File: src/rtl/iiitb_uart_rx_pkg.sv
// iiitb_uart_rx_pkg: UART state encodings and defaults shared by the receive and transmit ends
package iiitb_uart_rx_pkg;
  localparam int UART_DATA_BITS = 8;
  localparam int DEFAULT_CLKS_PER_BIT = 217;
  typedef enum logic [2:0] {
    IDLE    = 3'd0,
    START   = 3'd1,
    DATA    = 3'd2,
    STOP    = 3'd3,
    CLEANUP = 3'd4
  } state_t;
endpackage

File: src/rtl/iiitb_uart_sync.sv
// iiitb_uart_sync: two-flop synchroniser; presets to 1 so an idle-high line reads idle through reset
module iiitb_uart_sync (
  input  logic i_Clock,
  input  logic i_Reset,
  input  logic i_Async,
  output logic o_Sync
);
  logic meta;
  always_ff @(posedge i_Clock or posedge i_Reset)
    if (i_Reset) {o_Sync, meta} <= 2'b11;
    else {o_Sync, meta} <= {meta, i_Async};
endmodule

File: src/rtl/iiitb_uart_rx.sv
// iiitb_uart_rx: 8N1 UART receiver; qualifies the start bit at half a bit, then samples mid-bit
module iiitb_uart_rx
  import iiitb_uart_rx_pkg::*;
#(
  parameter int CLKS_PER_BIT = DEFAULT_CLKS_PER_BIT
) (
  input  logic       i_Clock,
  input  logic       i_Reset,
  input  logic       i_RX_Serial,
  output logic       o_RX_DV,
  output logic [7:0] o_RX_Byte,
  output logic       o_RX_Active,
  output logic       o_RX_Frame_Err
);
  localparam logic [15:0] LAST = 16'(CLKS_PER_BIT - 1);
  localparam logic [15:0] HALF = 16'((CLKS_PER_BIT - 1) / 2);
  localparam logic [2:0] LAST_BIT = 3'(UART_DATA_BITS - 1);
  state_t state, state_n;
  logic [15:0] clk_cnt, cnt_n;
  logic [2:0] bit_idx, idx_n;
  logic [7:0] shift_reg, shift_n, byte_n;
  logic dv_n, err_n, rx_s;
  iiitb_uart_sync u_sync (
    .i_Clock(i_Clock),
    .i_Reset(i_Reset),
    .i_Async(i_RX_Serial),
    .o_Sync (rx_s)
  );
  assign o_RX_Active = state != IDLE;
  always_ff @(posedge i_Clock or posedge i_Reset)
    if (i_Reset) begin
      state          <= IDLE;
      clk_cnt        <= '0;
      bit_idx        <= '0;
      shift_reg      <= '0;
      o_RX_Byte      <= '0;
      o_RX_DV        <= 1'b0;
      o_RX_Frame_Err <= 1'b0;
    end else begin
      state          <= state_n;
      clk_cnt        <= cnt_n;
      bit_idx        <= idx_n;
      shift_reg      <= shift_n;
      o_RX_Byte      <= byte_n;
      o_RX_DV        <= dv_n;
      o_RX_Frame_Err <= err_n;
    end
  always_comb begin
    state_n = state;
    cnt_n   = clk_cnt + 16'd1;
    idx_n   = bit_idx;
    shift_n = shift_reg;
    byte_n  = o_RX_Byte;
    dv_n    = 1'b0;
    err_n   = 1'b0;
    case (state)
      IDLE: begin
        cnt_n = '0;
        idx_n = '0;
        if (!rx_s) state_n = START;
      end
      START:
        if (clk_cnt == HALF) begin
          cnt_n   = '0;
          state_n = rx_s ? IDLE : DATA;
        end
      DATA:
        if (clk_cnt == LAST) begin
          cnt_n            = '0;
          shift_n[bit_idx] = rx_s;
          idx_n            = bit_idx + 3'd1;
          if (bit_idx == LAST_BIT) state_n = STOP;
        end
      STOP:
        if (clk_cnt == LAST) begin
          cnt_n   = '0;
          state_n = CLEANUP;
          dv_n    = rx_s;
          err_n   = !rx_s;
          if (rx_s) byte_n = shift_reg;
        end
      CLEANUP: begin
        cnt_n   = '0;
        state_n = IDLE;
      end
      default: begin
        cnt_n   = '0;
        state_n = IDLE;
      end
    endcase
  end
endmodule
File: config.mk
export PLATFORM = sky130hd
export DESIGN_NAME = iiitb_uart_rx
export DESIGN_NICKNAME = d
export VERILOG_FILES = /design/src/rtl/iiitb_uart_rx_pkg.sv /design/src/rtl/iiitb_uart_sync.sv /design/src/rtl/iiitb_uart_rx.sv
export SDC_FILE = /design/constraint.sdc
export NUM_CORES = 1
export LEC_CHECK = 0
export BUFFER_PORTS_ARGS = -buffer_cell sky130_fd_sc_hd__buf_2
export CORE_ASPECT_RATIO = 0.6
export CORE_MARGIN = 2
export CORE_UTILIZATION = 62
export CTS_BUF_LIST = sky130_fd_sc_hd__clkbuf_4 sky130_fd_sc_hd__clkbuf_8
export DETAILED_ROUTE_END_ITERATION = 10
export HOLD_SLACK_MARGIN = 0.05
export PLACE_DENSITY = 0.82
export RECOVER_POWER = 100
export SLEW_MARGIN = 20
export SYNTH_ARGS = -nofsm -noshare
export SYNTH_HDL_FRONTEND = slang
export SYNTH_HIERARCHICAL = 1
export SYNTH_SLANG_ARGS = --single-unit
File: constraint.sdc
create_clock -name i_Clock -period 2.7 [get_ports i_Clock]
set_input_delay 0.405 -clock i_Clock [delete_from_list [all_inputs] [get_ports i_Clock]]
set_output_delay 0.405 -clock i_Clock [all_outputs]
set_load 0.01 [all_outputs]
==> results.sh <==
export IMPL_fin_skew_ns=0.00349
export IMPL_ir_drop_uv=601
export IMPL_die_area_mm2=0.00369
export IMPL_dpl_instance_area_mm2=0.00209
export IMPL_postCtsSetupBuffers=0
export IMPL_die_w_um=77.1
export IMPL_crit_path_max_incr_delay_ns=0.43
export IMPL_final_common_cell="dfrtp_1"
export IMPL_area_growth_pct=10.0
export IMPL_ys_seq_area_share_pct=53.1
export IMPL_cap_violations=1
export IMPL_portBuffers=13
export IMPL_cts_tree="done"
export IMPL_startpoint_type="flop"
export IMPL_insertion_delay_ns=0.29
export IMPL_syn_area_mm2=0.00199
export IMPL_grt_pass1_wl_um=6180
export IMPL_via_per_inst=6.00
export IMPL_async_flop_share_pct=100
export IMPL_grt_pass1_vias=1287
export IMPL_fin_area_mm2=0.00218
export IMPL_core_mm2=0.00297
export IMPL_p_leak_nw=0.972
export IMPL_rsz0062_at_grt="false"
export IMPL_ios=14
export IMPL_criticalPathCategory="flop to flop"
export IMPL_grt_overflow_total=0
export IMPL_row_count=15
export IMPL_hp_class="input port to async pin"
export IMPL_synth_cell_types=34
export IMPL_path_cells="inv_1 -> ha_1 -> or4bb_1 -> or4_1 -> buf_4 -> nor4_1 -> mux2_1"
export IMPL_min_period_over_period_pct=92.9
export IMPL_p_per_area_mw_per_mm2=507
export IMPL_fmax_mhz=399
export IMPL_yosysTopAreaCell="dfrtp_1"
export IMPL_hold_worst_slack_ns=0.114
export IMPL_ys_ff_latch=42
export IMPL_violations="capacitance limit, slew limit"
export IMPL_tightest_slew_ns=2.03
export IMPL_antenna_cells=0
export IMPL_setup_viol=0
export IMPL_synthTopCellsByArea="dfrtp_1, mux2_2, xnor2_1, nor2_1, nor4_1"
export IMPL_wl_per_cell_um=16.1
export IMPL_synth_area_per_cell_um2=11.1
export IMPL_cts_hold_buffers=0
export IMPL_root_buffer="clkbuf_8"
export IMPL_synthesis_nets=186
export IMPL_post_cts_resize_count=0
export IMPL_yosysWarnings=6
export IMPL_relSlewSlack_pct=-35.3
export IMPL_syn_inst=179
export IMPL_regArea_mm2=0.00105
export IMPL_fin_ws_ns=0.193
export IMPL_place_congestion=0.960
export IMPL_first_pass_iters=4
export IMPL_wl_um=3830
export IMPL_cp_end_kind="flop"
export IMPL_cts_buffer_depth=2
export IMPL_multi_input_area_um2=862
export IMPL_synth_edf_count=0
export IMPL_fillers=204
export IMPL_cts_htree_levels=2
export IMPL_largest_reg_flops=16
export IMPL_final_setup_tns_ns=0
export IMPL_most_common_layout_cells="dfrtp_1, nor2_1, mux2_2, clkbuf_1, xnor2_1"
export IMPL_drive_above_1_share_pct=15.8
export IMPL_grt_max_degree=41
export IMPL_grt_total_usage_pct=23.2
export IMPL_cts_sinks=42
export IMPL_place_ws_ns=0.194
export IMPL_drt_iter0_drc=104
export IMPL_dpl_hpwl_um=2700
export IMPL_cp_arrival_ns=2.68
export IMPL_drcViolationCount=0
export IMPL_die_h_um=47.8
export IMPL_ys_flop_type="dfrtp_1"
export IMPL_path_max_fanout=14
export IMPL_start_util_pct=67.0
export IMPL_rrSetupSlack_ns=0.19
export IMPL_antenna_found_initial=0
export IMPL_antenna_left=0
export IMPL_power_total_mw=1.11
export IMPL_vias=1427
export IMPL_outcome="finished, violations left"
export IMPL_cp_slowest_cell="dfrtp_1"
export IMPL_worstPathRequired_ns=2.87
export IMPL_hold_viol=0
export IMPL_synth_top_cell_area_share_pct=50.4
export IMPL_numCtsBuffers=5
export IMPL_fin_crit_ns=2.51
export IMPL_fin_nets=202
export IMPL_clk_pin_slew_worst_paths_ns=0.07
export IMPL_finalMaxSlewViolations=41
## critical path: cells and delay by family (launching register included)
kind / cells / cell delay (ns)
adder cells (fa/ha/maj): 1 / 0.16
buffers and inverters: 2 / 0.29
flip-flops: 1 / 0.43
multiplexers: 1 / 0.36
AND/OR/NAND/NOR: 3 / 1.14
## final timing paths
check,startpoint,end,depth (start not counted)
min in group i_Clock,i_RX_Serial,u_sync/meta$_DFF_PP1_,1
max reg2reg,clk_cnt[0]$_DFF_PP0_,shift_reg[4]$_DFFE_PP0P_,7
min reg2reg,u_sync/meta$_DFF_PP1_,u_sync/o_Sync$_DFF_PP1_,0
max,clk_cnt[0]$_DFF_PP0_,shift_reg[4]$_DFFE_PP0P_,7
max in group asynchronous,i_Reset,clk_cnt[15]$_DFF_PP0_,3
min,i_Reset,u_sync/meta$_DFF_PP1_,2
## routing by layer
metal  vias up  routed length (µm)  track usage [%]
met2        44                1580             33.5
met1       696                1950             32.5
met5         -                   0                0
met4         0                  84             10.0
met3        10                 221             8.30
li1        677                   -                -
## power by group
part	internal, mW	switching [mW]	leakage, nW
logic	0.00219	0.0126	0.349
clock network	0.258	0.200	0.0575
registers	0.632	0.00304	0.565
total	0.892	0.216	0.972
## cell type report
type                       instances  area share [%]
clock buffer                       8            5.04
inverter                           8            1.37
multi-input combinational        121            39.5
sequential                        42            48.2
tap                               42            2.41
timing repair buffer              17            3.49
## cell usage after synthesis (all sizes together), types with 3 or more instances
cell / instances
nor2: 21
dfrtp: 40
clkbuf: 5
nand4: 5
nand2: 7
mux2: 16
ha: 4
buf: 3
nor2b: 3
xnor2: 12
nor4: 9
or4: 4
inv: 8
a22o: 3
nor3: 10
or3: 3
nand3: 8
## logic make-up after synthesis
kind of cell / Yosys count / synth area share [%]
compound gates: 8 / 3.34
xor+xnor: 14 / 6.18
fa+ha+maj: 4 / 2.52
buf+inv: 16 / 3.53
flops: 42 / 53.1
mux: 16 / 9.07
simple gates: 79 / 22.3
## stage by stage
step / util (%) / instances
detailed placement: 70.6 / 230
global route: 73.7 / 238
CTS: 74.3 / 238
finish: 73.7 / 238
floorplan: - / 179
global placement: 70.6 / 230
Power figures use the tool's default switching activity.
